--- src/rtl/fetch_stage.sv ---
// rtl/fetch_stage.sv - instruction fetch: PC, next-PC select, imem handshake, IF/ID register
// Optional performance counters are built only when FETCH_PERF_EN is defined.
module fetch_stage #(
    parameter logic [31:0] PC_RESET  = 32'h0000_0000,
    parameter logic [31:0] NOP_INSTR = 32'h0000_0000
) (
    input  logic        clk,
    input  logic        rst,
    input  logic        pc_write,
    input  logic        ifid_write,
    input  logic        if_flush,
    input  logic        jump,
    input  logic [31:0] jump_target,
    input  logic        branch_taken,
    input  logic [31:0] branch_target,
    output logic        imem_req,
    output logic [31:0] imem_addr,
    input  logic        imem_ready,
    input  logic [31:0] imem_rdata,
    output logic [31:0] ifid_instr,
    output logic [31:0] ifid_pc4,
    output logic        ifid_valid,
    output logic        fetch_stall,
    output logic [31:0] perf_fetch_cnt,
    output logic [31:0] perf_stall_cnt
);

    typedef enum logic [1:0] {
        BOOT = 2'd0,
        RUN  = 2'd1,
        WAIT = 2'd2
    } state_t;

    state_t      state;
    logic [31:0] pc;
    logic        fetch_ok;
    logic        redirect;
    logic [31:0] pc_plus4;
    logic        unused_lsbs;

    assign fetch_ok    = imem_req & imem_ready;
    assign fetch_stall = ~fetch_ok;
    assign redirect    = jump | branch_taken;
    assign pc_plus4    = pc + 32'd4;
    assign imem_addr   = pc;
    // Targets are forced to word alignment, so their low bits never matter.
    assign unused_lsbs = ^{jump_target[1:0], branch_target[1:0]};

    always_ff @(posedge clk) begin
        if (rst) begin
            state      <= BOOT;
            imem_req   <= 1'b0;
            pc         <= {PC_RESET[31:2], 2'b00};
            ifid_instr <= NOP_INSTR;
            ifid_pc4   <= 32'd0;
            ifid_valid <= 1'b0;
        end else begin
            // Every state except BOOT leads to RUN or WAIT, both of which request.
            imem_req <= 1'b1;
            case (state)
                BOOT:    state <= RUN;
                RUN:     if (!imem_ready) state <= WAIT;
                WAIT:    if (imem_ready)  state <= RUN;
                default: state <= BOOT;
            endcase

            if (pc_write) begin
                if (jump)
                    pc <= {jump_target[31:2], 2'b00};
                else if (branch_taken)
                    pc <= {branch_target[31:2], 2'b00};
                else if (fetch_ok)
                    pc <= pc_plus4;
            end

            // A held IF/ID ignores flush/redirect: the stalled decision is not final.
            if (ifid_write) begin
                if (if_flush || redirect) begin
                    ifid_instr <= NOP_INSTR;
                    ifid_valid <= 1'b0;
                end else if (fetch_ok) begin
                    ifid_instr <= imem_rdata;
                    ifid_pc4   <= pc_plus4;
                    ifid_valid <= 1'b1;
                end else begin
                    ifid_instr <= NOP_INSTR;
                    ifid_valid <= 1'b0;
                end
            end
        end
    end

`ifdef FETCH_PERF_EN
    logic fetch_cnt_en;
    logic stall_cnt_en;

    assign fetch_cnt_en = fetch_ok & pc_write & ifid_write & ~if_flush & ~redirect;
    assign stall_cnt_en = imem_req & ~imem_ready;

    always_ff @(posedge clk) begin
        if (rst) begin
            perf_fetch_cnt <= 32'd0;
            perf_stall_cnt <= 32'd0;
        end else begin
            if (fetch_cnt_en && perf_fetch_cnt != 32'hFFFF_FFFF)
                perf_fetch_cnt <= perf_fetch_cnt + 32'd1;
            if (stall_cnt_en && perf_stall_cnt != 32'hFFFF_FFFF)
                perf_stall_cnt <= perf_stall_cnt + 32'd1;
        end
    end
`else
    assign perf_fetch_cnt = 32'd0;
    assign perf_stall_cnt = 32'd0;
`endif

endmodule

--- config.mk ---
export PLATFORM = sky130hd
export DESIGN_NAME = fetch_stage
export DESIGN_NICKNAME = d
export VERILOG_FILES = /design/src/rtl/fetch_stage.sv
export SDC_FILE = /design/constraint.sdc
export NUM_CORES = 1
export LEC_CHECK = 0
export CORE_MARGIN = 10
export CORE_UTILIZATION = 41
export CTS_BUF_LIST = sky130_fd_sc_hd__clkbuf_8
export CTS_CLUSTER_DIAMETER = 50
export DETAILED_ROUTE_END_ITERATION = 8
export HOLD_SLACK_MARGIN = 0.03
export PLACE_DENSITY = 0.81
export SYNTH_ARGS = -nofsm -noshare
export SYNTH_HDL_FRONTEND = slang
export SYNTH_SLANG_ARGS = --single-unit
--- constraint.sdc ---
create_clock -name clk -period 2.8 [get_ports clk]
set_input_delay 0.56 -clock clk [delete_from_list [all_inputs] [get_ports clk]]
set_output_delay 0.56 -clock clk [all_outputs]
set_load 0.01 [all_outputs]
==> results of run 1 <==
-- logic make-up (layout without fill, tap and decap cells) --
group | after synthesis | count (layout) | synth area share [%]
compound gates | 191 | 191 | 24.8
simple gates | 156 | 156 | 16.3
buf+inv | 127 | 239 | 14.7
flops | 94 | 94 | 37.3
xor+xnor | 27 | 27 | 4.68
mux | 10 | 10 | 1.98
fa+ha+maj | 1 | 1 | 0.248
other cells | 1 | 68 | 0.0743
-- layout by cell type, fill, tap and decap left out, drive strengths merged, types with 8 or more instances in the layout --
master and n:
a21oi 46, inv 11, nor2 59, a22oi 39, a221o 8, mux2i 10, nand4 10, nor4 10
clkbuf 10, dfxtp 94, xnor2 12, nand3 17, a211oi 9, buf 20, o211ai 10, conb 68
xor2 15, o21ai 45, nand2 34, clkdlybuf4s50 193
-- metal layers --
metal	wire length, um	GRT usage (%)	vias up
li1	-	-	2405
met4	283	6.54	2
met5	12	0	-
met2	8820	33.8	242
met1	6760	22.3	2372
met3	2320	9.59	24
-- through the flow --
stage	instance area [um2]	instances	power, mW	hold WS [ns]
floorplan	5300	674	1.79	0.520
global placement	6900	917	2.03	0.472
detailed placement	6900	917	2.04	0.491
CTS	7130	933	3.07	0.514
global route	7130	933	3.18	0.528
finish	7130	933	3.06	0.501
-- final timing paths --
path	to
hold / removal	ifid_valid
setup reg to reg	imem_addr[28]
hold reg to reg	ifid_valid
setup / recovery	fetch_stall
-- tightest hold or removal path: cells and delay by family (launching register included) --
kind	cells	cell delay, ns
flip-flops	1	0.34
AND/OR/NAND/NOR	1	0.07
AO/OA/AOI/OAI	1	0.06
-- registers in the layout, summed over array words and instances (netlist names) --
signal	cells
ifid_valid	1
imem_addr	30
ifid_instr	32
imem_req	1
ifid_pc4	30
-- power by group through the flow --
stage	clock network, mW	logic (mW)	registers [mW]
after floorplan	0	0.319	1.47
after global placement	0	0.554	1.47
after detailed placement	0	0.561	1.48
after CTS	1.06	0.563	1.45
after global routing	1.11	0.615	1.46
final	1.04	0.568	1.45
-- area by class of cell --
| cell class | instances | area share (%) |
|---|---|---|
| Multi-Input combinational cell | 453 | 37.6 |
| Clock buffer | 10 | 1.93 |
| Sequential cell | 94 | 26.4 |
| Clock inverter | 6 | 1.28 |
| Tap cell | 147 | 2.58 |
| Inverter | 10 | 0.544 |
| Timing Repair Buffer | 213 | 29.7 |
==> impl_metrics.tcl, run 1 <==
set metrics [dict create \
    worst-setup-path-type "in -> out" \
    cp_top_family "buffers and inverters" \
    period_share_pct 86.8 \
    crit_buf_inv 2 \
    cpMostUsedCell "clkdlybuf4s50_1" \
    die_width_um 131 \
    path_cells "clkdlybuf4s50_1 -> nand2_1 -> clkdlybuf4s50_1" \
    r2r_cells 6 \
    ctsResizeCount 0 \
    synth_most_common_cell "dfxtp_1" \
    leakage_nw 2.63 \
    cts.clk_slew.worst_paths_ns 0.09 \
    clockPowerShare_pct 34.0 \
    die_area_mm2 0.0172 \
    power.density_mw_per_mm2 429 \
    hpwl_um 14100 \
    worst-r2r-setup-slack_ns 0.49 \
    gr-total-overflow 0 \
    grt_usage_pct 20.3 \
    postRouteAntennaNets 0 \
    postCtsSetupRepairBufs 0 \
    syn2layout_area_growth_pct 41.3 \
    initial_utilization_pct 42.0 \
    worst_setup_path_start_kind "primary input" \
    firstDrtPassIters 5 \
    worstSetupPathDepth 3 \
    gp_congestion 0.878 \
    ys_types 59 \
    dpl_worst_slack_ns 0.186 \
    p_sw_mw 0.855 \
    tns_ns 0 \
    grt_max_degree 48 \
    die_h_um 131 \
    status "complete, no violations" \
    coreArea_mm2 0.0120 \
    seq_area_frac_synth_pct 37.3 \
    rr_startpoint "imem_addr[3]" \
    ios 267 \
    drc 0 \
    cp_slowest_cell "clkdlybuf4s50_1" \
    fin_crit_ns 2.43 \
    fin_nets 886 \
    syn_area_mm2 0.00505 \
    critPathMaxFanout 6 \
    peakVddDrop_v 0.000410 \
    wl_um 18200 \
    synth-edff-count 0 \
    antenna_cells 0 \
    multiInputGateArea_mm2 0.00268 \
    cts_tree "done" \
    fmax_mhz 411 \
    via_per_inst 5.41 \
    slowest_delay_ns 0.62 \
    rsz0062_at_grt "false" \
    slew_viol_final 0 \
    hp-start "ifid_valid" \
    pwr-share-seq_pct 47.4 \
    synth_cells 607 \
    core.rowCount 40 \
    yosys_register_bits 94 \
    async_reset_ff_share_pct 0 \
    critPathRequiredTime_ns 2.24 \
    timing.max_slew.rel_slack_pct 56.2 \
    clock-sinks 94 \
    cp.arrival_ns 1.87 \
    maxCapViolations 0 \
    cts_max_level 3 \
    fin_util_pct 59.4 \
    finalSetupViolations 0 \
    synth_common_cells "94 x dfxtp_1, 68 x buf_4, 59 x nor2_1" \
    postCtsHoldBufs 0 \
    clock_path_buffers 2 \
    yosys.area.top_type "dfxtp_1" \
    min_path_type "reg -> reg" \
    drt-initial-drc-count 307 \
    grt_pass1_wl_um 27400 \
    worstMarginPinSlew_ns 0.652 \
    dominantRegCellSynth "dfxtp_1" \
    critPathCaptureType "output port" \
    antenna_found_initial 1 \
    register_area_mm2 0.00188 \
    fill_cells 1085 \
    whs_path_depth 2 \
    final_layout_size_suffix_gt1_share_pct 6.23 \
    ctsRootBufferMaster "clkbuf_8" \
    portBuffers 194 \
    clk_latency_ns 0.38 \
    ys_top_cells_by_area "dfxtp_1 37%, buf_4 10%, a22oi_1 5.8%" \
    synth_top_area_share_pct 37.3 \
    combPwrFrac_pct 18.6 \
    ys_warn_count 0 \
    p_int_mw 2.20 \
    grt_pass1_vias 5127 \
    wl_per_cell_um 19.5 \
    swShare_pct 28.0 \
    numCtsBuffers 9 \
    critPathLaunch "imem_ready" \
    hold_viol_final 0 \
    fin_skew_ns 0.0100 \
    fin_ws_ns 0.370 \
    vias 5045 \
    synth_area_per_cell_um2 8.32 \
]
Power figures use the tool's default switching activity.
==> inputs of run 2 (changes only) <==
--- a/config.mk
+++ b/config.mk
@@ -12,6 +12,7 @@
 export DETAILED_ROUTE_END_ITERATION = 8
 export HOLD_SLACK_MARGIN = 0.03
 export PLACE_DENSITY = 0.81
+export SLEW_MARGIN = 10
 export SYNTH_ARGS = -nofsm -noshare
 export SYNTH_HDL_FRONTEND = slang
 export SYNTH_SLANG_ARGS = --single-unit
==> results of run 2 <==
No change in the layout: final DEF, timing and power equal those of run 1.
==> inputs of run 3 (changes only) <==
--- a/config.mk
+++ b/config.mk
@@ -11,7 +11,7 @@
 export CTS_CLUSTER_DIAMETER = 50
 export DETAILED_ROUTE_END_ITERATION = 8
 export HOLD_SLACK_MARGIN = 0.03
-export PLACE_DENSITY = 0.81
+export PLACE_DENSITY = 0.8
 export SLEW_MARGIN = 10
 export SYNTH_ARGS = -nofsm -noshare
 export SYNTH_HDL_FRONTEND = slang
==> run 3 against run 2 <==
  * Count of clock-buffer cells in the layout did not move
  * Critical path type unchanged
  * Largest cell class unchanged
  * Critical path depth is the same
  * Cell count is 0.32% higher
  * Clock skew increased by 0.0016 ns
  * Fmax decreased by 0.90%
  * Setup slack worse by 0.022 ns
  * First-iteration DRC count rose by 9.4%
  * Combinational power is essentially flat
  * Via count increased by 0.63%
  * Total power decreased by 0.38%
  * Clock power hardly changed
  * Register-to-register slack lost 0.03 ns
==> impl_metrics.tcl, run 3 (synthesis gave the netlist of run 1 again) <==
set metrics [dict create \
    dpl_worst_slack_ns 0.340 \
    period_share_pct 87.6 \
    ios 267 \
    register_area_mm2 0.00188 \
    combPwrFrac_pct 18.7 \
    fin_skew_ns 0.0116 \
    maxCapViolations 0 \
    top_layer "met4" \
    leakage_nw 2.63 \
    clockPowerShare_pct 33.7 \
    die_width_um 131 \
    layout_common_cells "193 x clkdlybuf4s50_1, 94 x dfxtp_1, 68 x conb_1" \
    place_inst 919 \
    portBuffers 194 \
    timing.max_slew.rel_slack_pct 53.0 \
    placed_cell_area_mm2 0.00691 \
    critPathMaxFanout 6 \
    power.density_mw_per_mm2 427 \
    worstMarginPinSlew_ns 0.699 \
    grt_pass1_wl_um 27200 \
    critPathRequiredTime_ns 2.24 \
    numCtsBuffers 9 \
    grt_usage_pct 20.2 \
    cp_top_family "buffers and inverters" \
    clock-sinks 94 \
    grt_max_degree 55 \
    cts_max_level 3 \
    initial_utilization_pct 42.0 \
    via_per_inst 5.42 \
    pwr-share-seq_pct 47.6 \
    rsz0062_at_grt "false" \
    antenna_found_initial 1 \
    postCtsSetupRepairBufs 0 \
    postRouteAntennaNets 0 \
    multiInputGateArea_mm2 0.00268 \
    postCtsHoldBufs 0 \
    drt-initial-drc-count 336 \
    max_flop_register "ifid_instr" \
    ctsRootBufferMaster "clkbuf_8" \
    critPathCaptureType "output port" \
    firstDrtPassIters 8 \
    cp.arrival_ns 1.89 \
    worst_setup_path_start_kind "primary input" \
    core.rowCount 40 \
    fin_nets 888 \
    path_cells "clkdlybuf4s50_1 -> nand2_1 -> clkdlybuf4s50_1" \
    die_h_um 131 \
    fill_cells 1038 \
    min_path_type "reg -> reg" \
    finalSetupViolations 0 \
    die_area_mm2 0.0172 \
    largest_reg_flops 32 \
    fin_crit_ns 2.45 \
    grt_pass1_vias 5158 \
    fmax_mhz 408 \
    stdcell_area_mm2 0.00713 \
    wl_per_cell_um 19.6 \
    tns_ns 0 \
    final_layout_size_suffix_gt1_share_pct 6.47 \
    hold_viol_final 0 \
    cts_tree "done" \
    p_sw_mw 0.851 \
    wl_um 18300 \
    p_int_mw 2.20 \
    gr-total-overflow 0 \
    wl_met3_um 2220 \
    coreArea_mm2 0.0120 \
    clk_latency_ns 0.38 \
    met2WireLength_um 8710 \
    fin_ws_ns 0.348 \
    hpwl_um 14200 \
    cpMostUsedCell "clkdlybuf4s50_1" \
    drc 0 \
    fin_cells 936 \
    swShare_pct 27.9 \
    vias 5077 \
    peakVddDrop_v 0.000388 \
    status "complete, no violations" \
    cp_slowest_cell "clkdlybuf4s50_1" \
    cts.clk_slew.worst_paths_ns 0.09 \
    slew_viol_final 0 \
    drt-met1-wl_um 6880 \
    worst-setup-path-type "in -> out" \
    clock_path_buffers 2 \
    crit_buf_inv 2 \
    slowest_delay_ns 0.62 \
    ctsResizeCount 0 \
    gp_congestion 0.893 \
    layout.cells.most_common "clkdlybuf4s50_1" \
    syn2layout_area_growth_pct 41.2 \
]
## run 3: final cells by class
class / count / share of cell area [%]
Sequential cell: 94 / 26.4
Clock buffer: 10 / 1.93
Multi-Input combinational cell: 453 / 37.6
Antenna cell: 1 / 0.0351
Tap cell: 147 / 2.58
Clock inverter: 6 / 1.18
Inverter: 10 / 0.544
Timing Repair Buffer: 215 / 29.7
## run 3: worst paths after layout
kind,startpoint,end,slack [ns],cells after the start
hold / removal,ifid_pc4[21],ifid_pc4[21],0.51,2
hold reg to reg,ifid_pc4[21],ifid_pc4[21],0.51,2
setup reg to reg,imem_addr[3],imem_addr[28],0.46,6
setup / recovery,imem_ready,fetch_stall,0.35,3
## run 3: per-stage QoR
step	hold WS [ns]	power, mW	util, %
after floorplan	0.520	1.79	-
after global placement	0.472	2.03	57.5
final	0.510	3.05	59.4
after CTS	0.507	3.05	59.3
after global routing	0.522	3.17	59.3
after detailed placement	0.494	2.04	57.5
## run 3: worst reg2reg max path, stage by stage (launching register included)
cell     delay [ns]
dfxtp_1        0.45
ha_1           0.26
nand3_1        0.31
or4_4          0.64
nor3_4         0.26
mux2i_1        0.21
o22ai_1        0.09
## run 3: power groups by stage
stage / Combinational, mW / Clock, mW / Sequential [mW]
after floorplan: 0.319 / 0 / 1.47
after global placement: 0.553 / 0 / 1.47
after detailed placement: 0.560 / 0 / 1.48
after CTS: 0.564 / 1.04 / 1.45
after global routing: 0.611 / 1.10 / 1.46
final: 0.569 / 1.03 / 1.45
## run 3: per-layer routing
layer / track usage, % / vias to the layer above
met3: 8.74 / 39
met4: 8.89 / 0
li1: - / 2410
met2: 33.4 / 270
met5: 0 / -
met1: 22.0 / 2358
